`config.mk`:
```
export PLATFORM = sky130hd
export DESIGN_NAME = score_bcd_display_ctrl
export DESIGN_NICKNAME = d
export VERILOG_FILES = /design/src/rtl/score_bcd_display_ctrl.sv
export SDC_FILE = /design/constraint.sdc
export NUM_CORES = 1
export LEC_CHECK = 0
export BUFFER_PORTS_ARGS = -buffer_cell sky130_fd_sc_hd__buf_2
export CORE_MARGIN = 5
export CORE_UTILIZATION = 55
export CTS_CLUSTER_SIZE = 20
export DETAILED_ROUTE_END_ITERATION = 7
export GPL_ROUTABILITY_DRIVEN = 0
export PLACE_DENSITY = 0.75
export SYNTH_ARGS = -nofsm -noshare
export SYNTH_HDL_FRONTEND = slang
export SYNTH_SLANG_ARGS = --single-unit
```
`constraint.sdc`:
```
create_clock -name clk -period 2.2 [get_ports clk]
set_clock_uncertainty 0.05 [all_clocks]
set_input_delay 0.22 -clock clk [delete_from_list [all_inputs] [get_ports clk]]
set_output_delay 0.22 -clock clk [all_outputs]
set_load 0.01 [all_outputs]
```
`src/rtl/score_bcd_display_ctrl.sv`:
```
// score_bcd_display_ctrl: serial double-dabble score-to-BCD converter with a 3-digit 7-segment scan multiplexer
//   Parameter SCAN_DIV : clk cycles per digit refresh slot (>=2)
//   Ports: clk, rst_n (async active-low), score[7:0]/score_valid (request),
//          busy, done (pulse on display update), bcd_ones/bcd_tens/bcd_hundreds (latched result),
//          anode_n[3:0] (active-low digit enables, [3] unused), digit_value[3:0] (to segment decoder)
//   Optional macro LEADING_ZERO_BLANK_EN: blanks leading-zero tens/hundreds digits.
module score_bcd_display_ctrl #(
    parameter int SCAN_DIV = 100000
) (
    input  logic       clk,
    input  logic       rst_n,
    input  logic [7:0] score,
    input  logic       score_valid,
    output logic       busy,
    output logic       done,
    output logic [3:0] bcd_ones,
    output logic [3:0] bcd_tens,
    output logic [1:0] bcd_hundreds,
    output logic [3:0] anode_n,
    output logic [3:0] digit_value
);
    localparam int CW = (SCAN_DIV > 1) ? $clog2(SCAN_DIV) : 1;

    typedef enum logic [1:0] {IDLE, SHIFT, DONE} state_t;

    state_t        state;
    logic [7:0]    shreg;
    logic [7:0]    pend_val;
    logic          pend;
    logic [9:0]    acc;
    logic [2:0]    bitcnt;
    logic [3:0]    ones_a;
    logic [3:0]    tens_a;
    logic [9:0]    adj;
    logic [CW-1:0] scan_cnt;
    logic [1:0]    idx;
    logic [1:0]    idx_n;
    logic          wrap;
    logic [3:0]    anode_d;
    logic [3:0]    digit_d;

    // add-3 correction before each shift; hundreds never reaches 5 for 8-bit input
    always_comb begin
        ones_a = (acc[3:0] >= 4'd5) ? acc[3:0] + 4'd3 : acc[3:0];
        tens_a = (acc[7:4] >= 4'd5) ? acc[7:4] + 4'd3 : acc[7:4];
        adj    = {acc[9:8], tens_a, ones_a};
    end

    always_ff @(posedge clk or negedge rst_n) begin
        if (!rst_n) begin
            state        <= IDLE;
            busy         <= 1'b0;
            done         <= 1'b0;
            shreg        <= '0;
            pend_val     <= '0;
            pend         <= 1'b0;
            acc          <= '0;
            bitcnt       <= '0;
            bcd_ones     <= '0;
            bcd_tens     <= '0;
            bcd_hundreds <= '0;
        end else begin
            done <= 1'b0;
            case (state)
                IDLE: begin
                    if (score_valid) begin
                        shreg  <= score;
                        acc    <= '0;
                        bitcnt <= '0;
                        busy   <= 1'b1;
                        state  <= SHIFT;
                    end
                end
                SHIFT: begin
                    acc    <= {adj[8:0], shreg[7]};
                    shreg  <= {shreg[6:0], 1'b0};
                    bitcnt <= bitcnt + 3'd1;
                    if (bitcnt == 3'd7)
                        state <= DONE;
                    // requests during a conversion are held; the latest one wins
                    if (score_valid) begin
                        pend     <= 1'b1;
                        pend_val <= score;
                    end
                end
                DONE: begin
                    bcd_ones     <= acc[3:0];
                    bcd_tens     <= acc[7:4];
                    bcd_hundreds <= acc[9:8];
                    done         <= 1'b1;
                    pend         <= 1'b0;
                    acc          <= '0;
                    bitcnt       <= '0;
                    // a fresh request in this cycle overrides the held one
                    if (score_valid || pend) begin
                        shreg <= score_valid ? score : pend_val;
                        state <= SHIFT;
                    end else begin
                        busy  <= 1'b0;
                        state <= IDLE;
                    end
                end
                default: begin
                    busy  <= 1'b0;
                    state <= IDLE;
                end
            endcase
        end
    end

    assign wrap  = (scan_cnt == CW'(SCAN_DIV - 1));
    assign idx_n = wrap ? ((idx == 2'd2) ? 2'd0 : idx + 2'd1) : idx;

    // outputs are computed from the next index so they change on the same edge as it
    always_comb begin
        digit_d = (idx_n == 2'd0) ? bcd_ones : (idx_n == 2'd1) ? bcd_tens : {2'b00, bcd_hundreds};
`ifdef LEADING_ZERO_BLANK_EN
        anode_d = (idx_n == 2'd0) ? 4'b1110 :
                  (idx_n == 2'd1) ? ((bcd_hundreds == 2'd0 && bcd_tens == 4'd0) ? 4'b1111 : 4'b1101) :
                  ((bcd_hundreds == 2'd0) ? 4'b1111 : 4'b1011);
`else
        anode_d = (idx_n == 2'd0) ? 4'b1110 : (idx_n == 2'd1) ? 4'b1101 : 4'b1011;
`endif
    end

    always_ff @(posedge clk or negedge rst_n) begin
        if (!rst_n) begin
            scan_cnt    <= '0;
            idx         <= '0;
            anode_n     <= 4'b1110;
            digit_value <= '0;
        end else begin
            scan_cnt    <= wrap ? '0 : scan_cnt + CW'(1);
            idx         <= idx_n;
            anode_n     <= anode_d;
            digit_value <= digit_d;
        end
    end
endmodule
```
After elaboration in Yosys (flattened, before gate mapping) --
Cells that the tools add are included.
Storage, ports and cells: bits in registers 71, input port bits 11, output and inout bits 20, word-level logic and storage cells 70
Cells by class: add/subtract/negate cells 5, magnitude comparators 2, equality and inequality tests 11, muxes and demuxes 26, bitwise operators 1, reductions and logical operators 10
Operators by type and width (number):
- one-hot mux 10 bit (3 select lines) | 1
- two-way mux 8 bit | 3
- one-hot mux 8 bit (3 select lines) | 1
- adder 17 x 1 -> 17 bit (second input constant) | 1
- == test 17 bit (second input constant) | 1
- two-way mux 17 bit | 1
- two-way mux 4 bit | 4
- two-way mux 10 bit | 1
- inequality test 2 bit (second input constant) | 5
- two-way mux 3 bit | 3
- one-hot mux 3 bit (3 select lines) | 1
- adder 4 x 2 -> 4 bit (second input constant) | 2
- greater-or-equal comparator 4 x 3 -> 1 bit (second input constant) | 2
- two-way mux 2 bit | 4
- one-hot mux 2 bit (3 select lines) | 1
- AND reduction 2 bit | 3
- AND reduction 3 bit | 2
- == test 2 x 1 -> 1 bit (second input constant) | 2
- == test 2 bit (second input constant) | 2
- logical NOT 2 bit | 2
- two-way mux 1 bit | 4
- adder 3 x 1 -> 3 bit (second input constant) | 1
- == test 3 bit (second input constant) | 1
- one-hot mux 1 bit (3 select lines) | 1
- other kinds (6) | 6

Logic depth before layout (Yosys ltp) --
Gate-level depths: netlist of the first run.
depth in word-level cells 6, depth in mapped cells 8, depth with buffers taken out 6

Worst setup path after synthesis of the first run --
Ideal clock, no wire load.
kind register to register, start point register scan_cnt[0], end point register digit_value[0], setup time 124 ps, data arrival time 1679 ps, required time 2026 ps, slack 347 ps, stages on the path, launching flop included 7, buffers on the path 1, period minus slack after synthesis 1853 ps, cell sequence dfrtp_1 -> ha_1 -> and4_1 -> buf_4 -> nand4b_4 -> mux2_1 -> a211o_1
On the way: cells in the longest elaborated chain, start to end 5, elaborated cells on any way between the ends 6, those cells by class eq/ne: 2; mux: 3; reduce/logical: 1
RTL lines:
- from (decl) | RTL line 35 | logic [CW-1:0] scan_cnt;
- from (signal assigned) | RTL line 133 | scan_cnt <= wrap ? '0 : scan_cnt + CW'(1);
- == test 17 bit * | RTL line 111 | assign wrap = (scan_cnt == CW'(SCAN_DIV - 1));
- two-way mux 2 bit * | RTL line 112 | assign idx_n = wrap ? ((idx == 2'd2) ? 2'd0 : idx + 2'd1) : idx;
- == test 2 x 1 -> 1 bit | RTL line 116 | digit_d = (idx_n == 2'd0) ? bcd_ones : (idx_n == 2'd1) ? bcd_tens : {2'b00, bcd_hundreds};
- two-way mux 4 bit | RTL line 116
- two-way mux 4 bit * | RTL line 116
- net digit_d[0] | RTL line 40 | logic [3:0] digit_d;
- to (signal assigned) | RTL line 136 | digit_value <= digit_d;
- to (decl) | RTL line 20 | output logic [3:0] digit_value
Mark *: on every way through the listed nets, which the timed path passes. The rest lies on a longest branch. A chain may end at the register's enable or synchronous reset.

Worst setup path in the final report of the first run --
Ends and elaborated chain as after synthesis.

==> results of run 1 <==
per-layer routing:
layer | global-route usage [%] | part of all wire [%] | vias to the layer above
met2 | 28.7 | 50 | 37
li1 | - | - | 1217
met4 | 7.82 | 2.2 | 0
met3 | 4.34 | 3.0 | 19
met1 | 23.5 | 44 | 1258
met5 | 0 | 0 | -
cell families after synthesis:
group / Yosys count / share of synthesized area, %
AOI/OAI and AO/OA: 53 / 9.61
other: 1 / 0.107
adders and majority gates: 11 / 3.91
DFF: 70 / 49.9
muxes: 40 / 12.7
and+or+nand+nor: 115 / 17.0
xor gates and xnor gates: 17 / 4.23
buffers and inverters: 20 / 2.49
cell usage after synthesis, types with 3 or more instances:
library cell and number:
a211o_1 4, a21oi_1 20, a22oi_1 6, and3_1 3
buf_2 4, clkbuf_1 6, dfrtp_1 68, ha_1 11
inv_1 7, mux2_1 12, mux2_2 26, nand2_1 37
nand2b_1 6, nand3_1 13, nor2_1 28, nor2b_1 4
nor3_1 5, o21ai_0 10, o22ai_1 4, xnor2_1 11
xor2_1 6
registers in the layout (all words and copies together), names as in the netlist, 3 cells and up:
name	cells
bitcnt	3
bcd_ones	4
scan_cnt	17
digit_value	4
anode_n	3
shreg	8
bcd_tens	4
acc	10
pend_val	8
area by class of cell:
cell class,count,area [µm²],area share [%]
multi-input cells,237,1680,42.0
repair buffers,38,228,5.70
inverters,7,26.3,0.657
clock buffers,12,145,3.63
well taps,77,96.3,2.41
clock inverters,4,70.1,1.75
flip-flops and latches,70,1750,43.9
worst max-delay path: stages (launching register included):
cell and delay (ns):
dfrtp_1 0.39, ha_1 0.22, and4_1 0.29, nand4b_4 0.24, mux2_1 0.39, a211o_1 0.30
worst paths after layout:
path | from | to | slack [ns] | cells after the start
setup / recovery | scan_cnt[0]$_DFF_PN0_ | digit_value[0]$_DFF_PN0_ | 0.19 | 5
setup reg to reg | scan_cnt[0]$_DFF_PN0_ | digit_value[0]$_DFF_PN0_ | 0.19 | 5
hold reg to reg | acc[9]$_DFFE_PN0P_ | acc[9]$_DFFE_PN0P_ | 0.41 | 2
min in group asynchronous | rst_n | pend_val[5]$_DFFE_PN0P_ | 0.37 | 3
hold / removal | score[5] | pend_val[5]$_DFFE_PN0P_ | 0.09 | 2
max in group asynchronous | rst_n | anode_n[1]$_DFF_PN1_ | 1.37 | 3
metrics by stage:
stage / hold WS, ns / worst slack, ns / cells / total power [mW] / util, %
after floorplan: -0.126 / 0.347 / 327 / 2.41 / -
after global placement: 0.221 / 0.220 / 428 / 2.64 / 60.0
after detailed placement: 0.223 / 0.0916 / 428 / 2.71 / 60.0
after CTS: 0.0762 / 0.0779 / 445 / 3.83 / 63.6
after global routing: 0.0732 / 0.0427 / 445 / 4.07 / 63.7
final: 0.0884 / 0.194 / 445 / 3.80 / 63.7
power breakdown:
| group | leakage, nW | internal (mW) | switching (mW) |
|---|---|---|---|
| registers | 0.909 | 1.52 | 0.158 |
| clock network | 0.110 | 0.667 | 0.452 |
| logic | 0.908 | 0.476 | 0.530 |
| total | 1.93 | 2.66 | 1.14 |
repair_timing:
action                                 in CTS  in global routing
gates resized for setup                     0                  1
hold buffers                                1                  0
endpoints found under the hold margin      68                  0
setup endpoints to repair                   0                  1
==> flow_summary.toml, run 1 <==
[worst_setup_path]
required_ns = 2.37
cp-end-kind = "register"
start_kind = "register"
cp_max_fo = 13
cp.arrival_ns = 2.18
worst-setup-path-type = "register to register"

[grt]
antenna_found_initial = 0
track_usage_pct = 18.0
grt_pass1_vias = 2606
grt_max_degree = 71
grt_overflow = 0
grt_pass1_wl_mm = 12.1

[clock_tree]
cts_buffers = 9
clk_latency_ns = 0.34
postCtsSetupBuffers = 0
cts_sinks = 70
cts_max_level = 3
cts_root_buf = "clkbuf_8"
clk_pin_slew_worst_paths_ns = 0.07
cts_tree = "yes"
clock_path_buffers = 2

[synthesis]
synth_seq_cells = 70
synth_edf_count = 0
syn_area_um2 = 3520
yosysTopAreaCellShare_pct = 48.4
synth_cells = 327
synth_cell_types = 49
seq_area_frac_synth_pct = 49.9
ys_async_sr_fraction_pct = 100
yosys_warnings = 0
synthTopCellsByArea = "dfrtp_1, mux2_2, nand2_1"
syn_nets = 349
yosysTopAreaCell = "dfrtp_1"
synth_top_flop_cell = "dfrtp_1"
syn_avg_cell_area_um2 = 10.8

[sta]
worstMarginPinSlew_ns = 0.573
achievable-frequency_mhz = 498
hold_viol_final = 0
grt_setup_unrepaired = "false"
drv_slew = 0
setup_viol = 0
slew_headroom_pct = 61.7
period_share_pct = 91.2
finalSetupTns_ns = 0
post-route-min-period_ns = 2.01

[outcome]
status = "completed"

[final_layout]
post-route-cell-area_um2 = 4000
nFillCells = 495
layout_commonest_cell = "dfrtp_1"
nets = 385
diodes = 0
mostFrequentLayoutCells = "dfrtp_1, nand2_1, buf_2"
drive_gt1_share_pct = 23.1
syn_to_final_growth_pct = 13.7

[floorplanning]
initial_core_util_pct = 56.0
row_count = 29
ios = 31
core_area_um2 = 6280
fp.dieArea_um2 = 8090
die_h_um = 90.0
die_w_um = 90.0

[detailed_routing]
antenna_left = 0
wl_mm = 6.87
wl_per_cell_um = 15.4
drc = 0
route.vias.total = 2531
via_per_inst = 5.69
first_iter_violations = 150
drt_pass1_iterations = 4

[placement]
io_buffer_count = 29
placed_area_um2 = 3770
hpwl_mm = 4.87

[power_and_ir_drop]
leakage_nw = 1.93
ir_drop_v = 0.000628
powerDensity_nw_per_um2 = 951

[flow_run]
cap_viol_max_count = 0

[hold_path]
hp-class = "input port to register"
(Power assumes the default switching activity.)
==> run 2: changes to the inputs <==
--- a/config.mk
+++ b/config.mk
@@ -11,6 +11,7 @@
 export CTS_CLUSTER_SIZE = 20
 export DETAILED_ROUTE_END_ITERATION = 7
 export GPL_ROUTABILITY_DRIVEN = 0
+export GPL_TIMING_DRIVEN = 0
 export PLACE_DENSITY = 0.75
 export SYNTH_ARGS = -nofsm -noshare
 export SYNTH_HDL_FRONTEND = slang
==> flow_summary.toml, run 2 (synthesis gave the netlist of run 1 again) <==
[final_layout]
nets = 389
mostFrequentLayoutCells = "dfrtp_1, nand2_1, buf_2"
syn_to_final_growth_pct = 14.3
largestRegisters = "scan_cnt (17), acc (10)"
drive_gt1_share_pct = 23.1
largest_reg_flops = 17
diodes = 0
top_register = "scan_cnt"
layout_commonest_cell = "dfrtp_1"

[sta]
period_share_pct = 94.6
drv_slew = 0
slew_headroom_pct = 41.5
worstMarginPinSlew_ns = 0.877
post-route-min-period_ns = 2.08
finalSetupTns_ns = 0
achievable-frequency_mhz = 481
setup_viol = 0
grt_setup_unrepaired = "false"
hold_viol_final = 0

[worst_setup_path]
cp_max_fo = 10
worst-r2r-setup-slack_ns = 0.12
critPathTopFamily = "simple AND/OR/NAND/NOR gates"
cp-endpoint = "acc[8]$_DFFE_PN0P_"
worstPathCellList = "inv_1, ha_1, nor2b_1, or2_1, buf_2, nand2_1, o31ai_1"
required_ns = 2.38
start_kind = "register"
worst-setup-path-type = "register to register"
ff2ff_path_depth = 7
critical_path_depth = 7
crit_path_start = "state[0]$_DFFE_PN0P_"
r2r_start = "state[0]$_DFFE_PN0P_"
crit_buf_inv = 2
cp-end-kind = "register"
slowest_stage = "nor2b_1"
cp.arrival_ns = 2.26
timing.rr.end = "acc[8]$_DFFE_PN0P_"
critPathMaxStageDelay_ns = 0.51

[detailed_routing]
wl_per_cell_um = 16.3
antenna_left = 0
via_per_inst = 5.65
route.vias.total = 2539
drt_pass1_iterations = 4
drc = 0
first_iter_violations = 172
wl_mm = 7.34

[clock_tree]
cts_tree = "yes"
clk_pin_slew_worst_paths_ns = 0.08
clock_path_buffers = 2
cts_root_buf = "clkbuf_8"
cts_max_level = 3
clk_latency_ns = 0.35
cts_buffers = 9
cts_sinks = 70
postCtsSetupBuffers = 0

[placement]
hpwl_mm = 4.91
io_buffer_count = 28

[floorplanning]
fp.dieArea_um2 = 8090
die_w_um = 90.0
die_h_um = 90.0
core_area_um2 = 6280
row_count = 29
ios = 31
initial_core_util_pct = 56.0

[grt]
track_usage_pct = 18.8
antenna_found_initial = 0
grt_pass1_wl_mm = 12.6
grt_overflow = 0
grt_pass1_vias = 2664
grt_max_degree = 71

[power_and_ir_drop]
pwr-share-clk_pct = 32.4
ir_drop_v = 0.000581
power_mw = 3.97
leakage_nw = 1.93
power_frac_seq_pct = 42.3
intPower_mw = 2.74
powerDensity_nw_per_um2 = 988
swShare_pct = 31.0
p_sw_mw = 1.23
p_comb_share_pct = 25.4

[flow_run]
cap_viol_max_count = 0

[outcome]
status = "completed"

[hold_path]
hp-class = "input port to register"
==> run 2: changes by cell type in the layout (fill, tap and decap cells not counted), sizes merged <==
cell      previous run  this run
clkinvlp             0         1
buf                 37        35
bufinv               2         3
clkinv               2         1
clkbuf              12        15
inv                  7         9
==> run 2: metal layers <==
layer	wire length, µm	global-route usage, %	vias to the layer above	share of wire, %
met1	3240	24.3	1237	44
met4	91	6.20	0	1.2
met2	3660	30.8	63	50
met5	0	0	-	0
met3	352	4.92	12	4.8
li1	-	-	1227	-
==> run 2: repair_timing <==
item	CTS	global route
pin swaps	0	1
endpoints found under the setup margin	1	15
gates resized for setup	1	5
gates cloned	0	0
hold endpoints to repair	68	0
hold buffers	1	0
==> run 2: worst min-delay path by stage <==
stage                       startpoint                 endpoint  slack (ns)  cells after the start
floorplan                        rst_n       acc[0]$_DFFE_PN0P_       -0.13                      0
global placement    acc[9]$_DFFE_PN0P_       acc[9]$_DFFE_PN0P_        0.40                      2
detailed placement               rst_n  pend_val[5]$_DFFE_PN0P_        0.34                      1
CTS                           score[3]  pend_val[3]$_DFFE_PN0P_        0.08                      2
global route                  score[1]  pend_val[1]$_DFFE_PN0P_        0.08                      2
finish                        score[1]  pend_val[1]$_DFFE_PN0P_        0.08                      2
==> run 2: power groups by stage <==
| stage | sequential [mW] | combinational, mW | clock (mW) |
|---|---|---|---|
| finish | 1.68 | 1.01 | 1.28 |
| global placement | 1.68 | 0.949 | 0 |
| detailed placement | 1.70 | 1.00 | 0 |
| CTS | 1.67 | 1.01 | 1.29 |
| global route | 1.71 | 1.13 | 1.36 |
| floorplan | 1.65 | 0.761 | 0 |
==> run 2: layout make-up <==
class	count	area [µm²]
tap	77	96.3
clock buffer	9	124
multi-input combinational	237	1680
inverter	7	26.3
fill	494	2260
timing repair buffer	29	153
sequential	70	1750
buffer	13	63.8
clock inverter	7	120
==> run 2: stage by stage <==
stage	hold WS, ns	setup slack (ns)	util (%)	cells	instance area (µm²)
after floorplan	-0.126	0.347	-	327	3520
after global placement	0.399	0.0423	59.8	432	3750
after detailed placement	0.345	-0.0916	59.8	432	3750
after CTS	0.0769	0.0290	63.9	449	4010
after global routing	0.0783	0.00338	64.0	449	4020
final	0.0831	0.119	64.0	449	4020
